===== src/rtl/match_report_queue_pkg.sv =====
// Shared definitions for the match report queue: FSM encoding and default geometry.
// Latency: n/a (declarations only).
// Backpressure: n/a.
package match_report_queue_pkg;

  // Default geometry for a 640x480 image with an 8-deep per-frame buffer.
  localparam int MRQ_X_WIDTH = 10;
  localparam int MRQ_Y_WIDTH = 9;
  localparam int MRQ_DEPTH   = 8;
  localparam int MRQ_CNT_W   = 12;

  // The encoding is visible on the debug state port, so the values are pinned.
  typedef enum logic [1:0] {
    MRQ_IDLE    = 2'd0,
    MRQ_COLLECT = 2'd1,
    MRQ_DRAIN   = 2'd2,
    MRQ_END     = 2'd3
  } mrq_state_t;

endpackage


===== src/rtl/match_report_queue_coord_fifo.sv =====
// Synchronous FIFO for packed {x,y} coordinates with a registered head output.
// Latency: a word written at edge N appears on o_rd_vld/o_rd_dat after edge N+1.
// Backpressure: o_wr_rdy drops when full unless a read happens the same cycle; head holds while !i_rd_rdy.
//
// Ports: i_clock/i_reset (sync, active-high), i_flush empties the FIFO,
//        i_wr_vld/i_wr_dat/o_wr_rdy write side, o_rd_vld/o_rd_dat/i_rd_rdy read side,
//        o_count = entries held, including the one shown on the head register.
module match_report_queue_coord_fifo #(
  parameter int W     = 19,
  parameter int DEPTH = 8
) (
  input  logic                     i_clock,
  input  logic                     i_reset,
  input  logic                     i_flush,
  input  logic                     i_wr_vld,
  input  logic [W-1:0]             i_wr_dat,
  output logic                     o_wr_rdy,
  output logic                     o_rd_vld,
  output logic [W-1:0]             o_rd_dat,
  input  logic                     i_rd_rdy,
  output logic [$clog2(DEPTH):0]   o_count
);

  localparam int AW = $clog2(DEPTH);
  localparam logic [AW:0] FULL = (AW+1)'(DEPTH);

  logic [W-1:0]  r_mem [DEPTH];
  logic [AW-1:0] r_wr_ptr;
  logic [AW-1:0] r_rd_ptr;
  logic [AW:0]   r_count;
  logic          r_rd_vld;
  logic [W-1:0]  r_rd_dat;

  logic          w_pop;
  logic          w_push;
  logic [AW-1:0] w_rd_idx;
  logic [AW:0]   w_avail;

  assign w_pop    = r_rd_vld && i_rd_rdy;
  assign o_wr_rdy = (r_count != FULL) || w_pop;
  assign w_push   = i_wr_vld && o_wr_rdy && !i_flush;

  // The head register is reloaded every cycle from the entry that will be at the
  // front after this edge. Only entries already counted before the edge qualify,
  // which gives the one-cycle write-to-head latency and lets back-to-back reads stream.
  assign w_rd_idx = w_pop ? r_rd_ptr + 1'b1 : r_rd_ptr;
  assign w_avail  = r_count - (AW+1)'(w_pop);

  always_ff @(posedge i_clock) begin
    if (w_push) begin
      r_mem[r_wr_ptr] <= i_wr_dat;
    end
  end

  always_ff @(posedge i_clock) begin
    if (i_reset || i_flush) begin
      r_wr_ptr <= '0;
      r_rd_ptr <= '0;
      r_count  <= '0;
      r_rd_vld <= 1'b0;
      r_rd_dat <= '0;
    end else begin
      if (w_push) r_wr_ptr <= r_wr_ptr + 1'b1;
      if (w_pop)  r_rd_ptr <= r_rd_ptr + 1'b1;
      r_count  <= r_count + (AW+1)'(w_push) - (AW+1)'(w_pop);
      r_rd_vld <= (w_avail != '0);
      r_rd_dat <= r_mem[w_rd_idx];
    end
  end

  assign o_rd_vld = r_rd_vld;
  assign o_rd_dat = r_rd_dat;
  assign o_count  = r_count;

endmodule


===== src/rtl/match_report_queue.sv =====
// Collects every template-match coordinate of a frame and hands them out, closed by an all-ones end record.
// Latency: a match accepted at edge N is offered on o_out_valid after edge N+1 when the queue was empty.
// Backpressure: records hold while !i_out_ready; matches arriving with the queue full are dropped and flagged.
//
// Ports: i_clock/i_reset (sync, active-high); i_frame_start/i_frame_end frame pulses;
//        i_first_only keep-first mode (latched at reset/frame start); i_match_valid/x/y match strobe;
//        o_out_valid/i_out_ready/o_out_x/o_out_y/o_out_last record stream;
//        o_match_count, o_overflow per-frame status; o_frame_done end-record accepted; o_state debug.
module match_report_queue
  import match_report_queue_pkg::*;
#(
  parameter int X_WIDTH = MRQ_X_WIDTH,
  parameter int Y_WIDTH = MRQ_Y_WIDTH,
  parameter int DEPTH   = MRQ_DEPTH,
  parameter int CNT_W   = MRQ_CNT_W
) (
  input  logic               i_clock,
  input  logic               i_reset,
  input  logic               i_frame_start,
  input  logic               i_frame_end,
  input  logic               i_first_only,
  input  logic               i_match_valid,
  input  logic [X_WIDTH-1:0] i_match_x,
  input  logic [Y_WIDTH-1:0] i_match_y,
  output logic               o_out_valid,
  input  logic               i_out_ready,
  output logic [X_WIDTH-1:0] o_out_x,
  output logic [Y_WIDTH-1:0] o_out_y,
  output logic               o_out_last,
  output logic [CNT_W-1:0]   o_match_count,
  output logic               o_overflow,
  output logic               o_frame_done,
  output logic [1:0]         o_state
);

  localparam int W  = X_WIDTH + Y_WIDTH;
  localparam int AW = $clog2(DEPTH);
  localparam logic [CNT_W-1:0] CNT_MAX = '1;

  mrq_state_t       r_state;
  logic [CNT_W-1:0] r_match_count;
  logic             r_overflow;
  logic             r_frame_done;
  logic             r_first_only;
  logic             r_got_first;

  logic             w_in_run;
  logic             w_match;
  logic             w_store;
  logic             w_fifo_wr_rdy;
  logic             w_fifo_rd_vld;
  logic [W-1:0]     w_fifo_rd_dat;
  logic [AW:0]      w_fifo_count;
  logic             w_head_vld;

  assign w_in_run = (r_state == MRQ_COLLECT) || (r_state == MRQ_DRAIN);
  // A frame_start in the same cycle wins over the match: the old frame is being discarded.
  assign w_match  = i_match_valid && (r_state == MRQ_COLLECT) && !i_frame_start;
  // In first-only mode, once one match is queued the rest are only counted.
  assign w_store  = w_match && !(r_first_only && r_got_first);

  match_report_queue_coord_fifo #(
    .W     (W),
    .DEPTH (DEPTH)
  ) u_coord_fifo (
    .i_clock  (i_clock),
    .i_reset  (i_reset),
    .i_flush  (i_frame_start),
    .i_wr_vld (w_store),
    .i_wr_dat ({i_match_x, i_match_y}),
    .o_wr_rdy (w_fifo_wr_rdy),
    .o_rd_vld (w_fifo_rd_vld),
    .o_rd_dat (w_fifo_rd_dat),
    .i_rd_rdy (i_out_ready && w_in_run),
    .o_count  (w_fifo_count)
  );

  always_ff @(posedge i_clock) begin
    if (i_reset) begin
      r_state       <= MRQ_IDLE;
      r_match_count <= '0;
      r_overflow    <= 1'b0;
      r_frame_done  <= 1'b0;
      r_first_only  <= i_first_only;
      r_got_first   <= 1'b0;
    end else begin
      r_frame_done <= 1'b0;
      if (i_frame_start) begin
        // New frame or abort: status restarts and the mode is re-sampled.
        r_state       <= MRQ_COLLECT;
        r_match_count <= '0;
        r_overflow    <= 1'b0;
        r_first_only  <= i_first_only;
        r_got_first   <= 1'b0;
      end else begin
        if (w_match && (r_match_count != CNT_MAX)) r_match_count <= r_match_count + 1'b1;
        if (w_store && !w_fifo_wr_rdy)             r_overflow    <= 1'b1;
        if (w_store && w_fifo_wr_rdy)              r_got_first   <= 1'b1;
        case (r_state)
          MRQ_COLLECT: if (i_frame_end) r_state <= MRQ_DRAIN;
          MRQ_DRAIN:   if (w_fifo_count == '0) r_state <= MRQ_END;
          MRQ_END: begin
            if (i_out_ready) begin
              r_state      <= MRQ_IDLE;
              r_frame_done <= 1'b1;
            end
          end
          default: r_state <= r_state;
        endcase
      end
    end
  end

  // Outputs are selected purely from registered state: the FIFO head while a frame
  // is running, the all-ones end record in END, all-ones otherwise.
  assign w_head_vld    = w_in_run && w_fifo_rd_vld;
  assign o_out_valid   = (r_state == MRQ_END) || w_head_vld;
  assign o_out_last    = (r_state == MRQ_END);
  assign o_out_x       = w_head_vld ? w_fifo_rd_dat[W-1:Y_WIDTH] : '1;
  assign o_out_y       = w_head_vld ? w_fifo_rd_dat[Y_WIDTH-1:0] : '1;
  assign o_match_count = r_match_count;
  assign o_overflow    = r_overflow;
  assign o_frame_done  = r_frame_done;
  assign o_state       = r_state;

endmodule

===== config.mk =====
export PLATFORM = sky130hd
export DESIGN_NAME = match_report_queue
export DESIGN_NICKNAME = d
export VERILOG_FILES = /design/src/rtl/match_report_queue_pkg.sv /design/src/rtl/match_report_queue_coord_fifo.sv /design/src/rtl/match_report_queue.sv
export SDC_FILE = /design/constraint.sdc
export NUM_CORES = 1
export LEC_CHECK = 0
export CAP_MARGIN = 20
export CORE_AREA = 5 5 188 190
export DETAILED_ROUTE_END_ITERATION = 10
export DIE_AREA = 0 0 193 195
export DONT_BUFFER_PORTS = 1
export SLEW_MARGIN = 10
export SYNTH_ARGS = -nofsm -noshare
export SYNTH_HDL_FRONTEND = slang
export SYNTH_SLANG_ARGS = --single-unit

===== constraint.sdc =====
create_clock -name i_clock -period 6.2 [get_ports i_clock]
set_input_delay 1.24 -clock i_clock [delete_from_list [all_inputs] [get_ports i_clock]]
set_output_delay 1.24 -clock i_clock [all_outputs]
set_load 0.03 [all_outputs]

==> impl_metrics.json, run 1 <==
{
  "io_buffers": 0,
  "fin_ws_ps": 2140,
  "synth-main-ff-cell": "edfxtp_1",
  "synth_top_family_by_area": "multiplexers",
  "syn_inst": 791,
  "worstPathRequired_ps": 4960,
  "dr.pass1.iters": 5,
  "peakVddDrop_uv": 179,
  "post-route-drc-count": 0,
  "dr_total_vias": 6529,
  "p_comb_share_pct": 2.0,
  "drt_iter0_markers": 437,
  "grt-ovfl-total": 0,
  "fin_nets": 808,
  "finalHoldViolCount": 0,
  "worst_slew_pin_slew_ps": 1080,
  "cts_tree": "yes",
  "num_io_pins": 63,
  "seq_power_share_pct": 54.7,
  "wl_mm": 24.4,
  "synth-xor-area-share_pct": 0.709,
  "synth_fa_ha_area_share_pct": 2.10,
  "wl_per_cell_um": 19.9,
  "grt_max_degree": 80,
  "htree_levels": 4,
  "whs_ps": 510,
  "outcome": "finished, final reports clean",
  "rsz0062_at_grt": "no",
  "swShare_pct": 21.9,
  "antenna_found_initial": 0,
  "grt_usage_pct": 12.8,
  "clockBufferDepth": 2,
  "drv_cap": 0,
  "die_w_um": 193,
  "syn_area_um2": 9880,
  "min_period_ps": 4060,
  "grt_pass1_vias": 6457,
  "syn_nets": 833,
  "synth-edff-count": 153,
  "dp_hpwl_mm": 14.1,
  "dieArea_um2": 37600,
  "start_kind": "register",
  "finalCritPeriodShare_pct": 65.4,
  "crit_arrival_ps": 2820,
  "start_util_pct": 29.7,
  "setup_viol": 0,
  "fillCellCount": 3291,
  "clk_latency_ps": 440,
  "maxSlewViolCount": 0,
  "cellLeakagePower_nw": 3.27,
  "synthSimpleGateAreaFrac_pct": 12.7,
  "core-area_um2": 33300,
  "holdBufCountCts": 0,
  "synth_compound_area_share_pct": 5.12,
  "clock_skew_ps": 15.3,
  "grt_pass1_wl_mm": 37.6,
  "dp_slack_ps": 2230,
  "fmax_mhz": 246,
  "yosysWarnings": 0,
  "setup-tns-final_ps": 0,
  "diodes": 0,
  "vias_per_cell": 5.32,
  "power_density_nw_per_um2": 242,
  "cts-buffers-inserted": 17,
  "clock_power_share_pct": 43.4,
  "cp-end-kind": "output pin",
  "clk_pin_slew_ps": 80,
  "rows": 67,
  "ys_seq_area_share_pct": 56.0,
  "synth.mux.area_fraction_pct": 19.8,
  "cts_root_buf": "clkbuf_16",
  "total_power_w": 0.00266,
  "synth.avg_cell_area_um2": 12.5,
  "async_flop_share_pct": 0,
  "final_layout_size_suffix_gt1_share_pct": 14.6,
  "internal_power_w": 0.00208,
  "slew_headroom_pct": 27.8,
  "post-cts-setup-buffers": 0,
  "p_sw_w": 0.000583,
  "fp.dieH_um": 195,
  "routabilityCongestion": 0.731,
  "critPathMaxFanout": 12,
  "synth_cell_types": 56,
  "post_cts_resized": 0,
  "antenna_left": 0,
  "hp-class": "register to register",
  "worst-setup-path-type": "register to output pin",
  "syn_to_final_growth_pct": 11.5,
  "ys_ff_latch": 200,
  "clock-sinks": 200
}
-- flip-flops by register name, indices dropped and copies added, names as in the netlist, 2 cells and up --
signal and cells:
o_state 2, u_coord_fifo.r_wr_ptr 3, u_coord_fifo.o_count 4, o_match_count 12
u_coord_fifo.r_rd_ptr 3, u_coord_fifo.o_rd_dat 19, u_coord_fifo.r_mem 152
-- layout by cell type (no fill, tap or decap), types with 15 or more instances in the layout --
master / count
a31oi_1: 39
nand2b_1: 20
nor3_1: 75
edfxtp_1: 153
buf_4: 18
dfxtp_1: 45
mux2_2: 39
nor4_1: 39
nand4_1: 20
inv_1: 15
nand2_1: 15
clkbuf_16: 17
mux2i_1: 149
-- cell type report --
class / instances / area, µm² / area share [%]
Clock buffer: 18 / 429 / 3.90
Inverter: 16 / 60.1 / 0.546
Clock inverter: 14 / 183 / 1.66
Timing Repair Buffer: 19 / 150 / 1.36
Sequential cell: 200 / 5540 / 50.3
Tap cell: 448 / 561 / 5.09
Multi-Input combinational cell: 512 / 4090 / 37.1
-- per-stage QoR --
stage               instances  instance area (µm²)  utilization [%]
floorplan                 791                 9880                -
global placement         1194                10400             31.2
detailed placement       1195                10400             31.2
CTS                      1227                11000             33.1
global route             1227                11000             33.1
finish                   1227                11000             33.1
-- logic make-up (layout without fill, tap and decap cells) --
group           after synthesis  in the layout
fa+ha+maj                    16             16
flops                       200            200
compound gates               76             76
xor+xnor                      8              8
simple gates                223            223
buf+inv                      79             67
mux                         189            189
-- metal layers --
layer  GRT usage, %  part of all wire, %  vias to the layer above
met4           3.51                  1.3                        0
li1               -                    -                     3030
met3           3.02                  5.9                       25
met2           20.8                   47                      181
met5              0                    0                        -
met1           17.2                   46                     3293
-- power by group through the flow --
| stage | registers (W) | logic, W | clock network, W |
|---|---|---|---|
| 4_1_cts | 0.00146 | 0.0000522 | 0.00118 |
| 3_3_place_gp | 0.00149 | 0.0000501 | 0 |
| 5_1_grt | 0.00146 | 0.0000569 | 0.00124 |
| 6_report | 0.00146 | 0.0000520 | 0.00116 |
| 2_1_floorplan | 0.00149 | 0.0000386 | 0 |
| 3_5_place_dp | 0.00149 | 0.0000521 | 0 |
-- synthesized netlist by cell type, drive strengths merged (4+ instances only) --
cell | number | share of area, %
a21oi | 13 | 0.66
a31oi | 39 | 2.5
buf | 42 | 2.1
clkbuf | 21 | 0.80
dfxtp | 47 | 9.5
edfxtp | 153 | 47
ha | 15 | 1.9
inv | 15 | 0.57
mux2 | 39 | 4.4
mux2i | 149 | 15
nand2 | 15 | 0.57
nand2b | 20 | 1.3
nand3 | 4 | 0.20
nand4 | 20 | 1.3
nor2 | 16 | 0.66
nor3 | 77 | 3.9
nor4 | 41 | 2.7
o31ai | 4 | 0.30
or3 | 7 | 0.44
or4 | 4 | 0.30
xnor2 | 4 | 0.35
xor2 | 4 | 0.35
-- worst paths after layout --
kind / to / cells past startpoint / slack, ps / start
hold reg to reg: r_got_first / 2 / 510 / r_got_first
hold / removal: r_got_first / 2 / 510 / r_got_first
setup reg to reg: u_coord_fifo.r_mem[5][7] / 8 / 2190 / o_state[0]
setup / recovery: o_out_y[6] / 5 / 2140 / o_state[0]
-- critical path, cell delays in order, from the launching register on --
cell      delay [ps]
dfxtp_1          600
inv_1            120
ha_1             370
nor2b_2          700
buf_4            340
nand2b_1         250
No activity file was read; power rests on OpenSTA's default activity.
==> inputs of run 2 (changes only) <==
==> constraint.sdc (replaced) <==
create_clock -name i_clock -period 3.85 [get_ports i_clock]
set_input_delay 0.77 -clock i_clock [delete_from_list [all_inputs] [get_ports i_clock]]
set_output_delay 0.77 -clock i_clock [all_outputs]
set_load 0.03 [all_outputs]
==> impl_metrics.json, run 2 (same netlist as run 1, synthesis figures left out) <==
{
  "outcome": "finished, final reports clean",
  "drt_iter0_markers": 524,
  "slowest_stage": "dfxtp_1",
  "rsz0062_at_grt": "no",
  "power_density_nw_per_um2": 379,
  "post_cts_resized": 0,
  "cellLeakagePower_nw": 3.32,
  "routabilityCongestion": 0.752,
  "reg2reg_depth": 7,
  "worstReg2RegStart": "o_state[1]",
  "wl_per_cell_um": 20.3,
  "worstPathRequired_ps": 4000,
  "grt_usage_pct": 13.2,
  "worst-setup-path-type": "register to register",
  "cts_root_buf": "clkbuf_16",
  "clk_pin_slew_ps": 80,
  "grt-ovfl-total": 0,
  "peakVddDrop_uv": 287,
  "maxSlewViolCount": 0,
  "dieArea_um2": 37600,
  "rows": 67,
  "cp_slowest_stage_delay_ps": 610,
  "hp-class": "input pin to register",
  "vias_per_cell": 5.38,
  "cts_tree": "yes",
  "cp_num_buf_inv": 2,
  "fmax_mhz": 301,
  "final_layout_size_suffix_gt1_share_pct": 16.1,
  "antenna_left": 0,
  "diodes": 0,
  "post-route-util_pct": 33.4,
  "slew_headroom_pct": 39.5,
  "r2r_slack_ps": 530,
  "grt_pass1_vias": 6461,
  "clk_latency_ps": 440,
  "wl_mm": 25.1,
  "drv_cap": 0,
  "antenna_found_initial": 1,
  "grt_max_degree": 78,
  "dr.pass1.iters": 5,
  "die_w_um": 193,
  "clock_skew_ps": 14.6,
  "min_period_ps": 3320,
  "cp-startpoint": "o_state[1]",
  "fin_nets": 819,
  "finalCritPeriodShare_pct": 86.2,
  "largest_reg_flops": 152,
  "post-route-drc-count": 0,
  "top_register": "u_coord_fifo.r_mem",
  "clock-sinks": 200,
  "endpoint": "u_coord_fifo.r_mem[5][5]",
  "reg2reg_to": "u_coord_fifo.r_mem[5][5]",
  "setup-tns-final_ps": 0,
  "setup_viol": 0,
  "cp.depth": 7,
  "layout_commonest_cell": "edfxtp_1",
  "start_util_pct": 29.7,
  "holdBufCountCts": 0,
  "cp-end-kind": "register",
  "min_path_cells": 1,
  "worst_slew_pin_slew_ps": 907,
  "post-cts-setup-buffers": 0,
  "critical-path-top-delay-family": "simple AND/OR/NAND/NOR gates",
  "dp_hpwl_mm": 15.1,
  "fp.dieH_um": 195,
  "crit_arrival_ps": 3470,
  "syn_to_final_growth_pct": 12.7,
  "cts-buffers-inserted": 17,
  "finalHoldViolCount": 0,
  "clockBufferDepth": 2,
  "core-area_um2": 33300,
  "layout_common_cells": "153 x edfxtp_1, 149 x mux2i_1, 75 x nor3_1, 45 x dfxtp_1",
  "grt_pass1_wl_mm": 38.5,
  "io_buffers": 0,
  "dr_total_vias": 6657,
  "htree_levels": 4,
  "num_io_pins": 63,
  "crit_chain": "ha_1 > nand3b_2 > a221o_1 > inv_1 > nand2_1 > nor3b_2 > buf_12",
  "start_kind": "register",
  "critPathMaxFanout": 14
}
run 2: cell type report:
| class | count | area [µm²] |
|---|---|---|
| clock buffers | 17 | 425 |
| clock inverters | 15 | 169 |
| fillers | 3295 | 22200 |
| inverters | 16 | 60.1 |
| multi-input cells | 512 | 4100 |
| flip-flops and latches | 200 | 5540 |
| well taps | 448 | 561 |
| repair buffers | 30 | 270 |
run 2: metrics by stage:
step,power (W),area [µm²],hold slack [ps],setup WS (ps),instances
2_1_floorplan,0.00245,9890,464,1.18,791
3_3_place_gp,0.00248,10500,509,663,1205
3_5_place_dp,0.00248,10500,504,583,1206
4_1_cts,0.00425,11100,381,546,1238
5_1_grt,0.00435,11100,372,335,1238
6_report,0.00421,11100,393,531,1238
run 2: routing by layer:
| layer | GRT usage (%) | vias to the layer above | routed length, µm |
|---|---|---|---|
| met1 | 17.6 | 3387 | 11300 |
| met2 | 21.3 | 183 | 12000 |
| met3 | 3.46 | 27 | 1500 |
| li1 | - | 3058 | - |
| met5 | 0 | - | 13 |
| met4 | 3.17 | 2 | 279 |
run 2: worst min path at each step:
| stage | endpoint | slack (ps) | start |
|---|---|---|---|
| 6_report | o_state[0] | 390 | i_reset |
| 5_1_grt | o_state[0] | 370 | i_reset |
| 4_1_cts | o_state[0] | 380 | i_reset |
| 3_5_place_dp | r_got_first | 500 | r_got_first |
| 3_3_place_gp | r_got_first | 510 | r_got_first |
| 2_1_floorplan | r_got_first | 460 | r_got_first |
run 2: report_power, final:
part	internal (W)	switching (W)
combinational	0.0000307	0.0000604
sequential	0.00233	0.0000106
clock	0.000878	0.000902
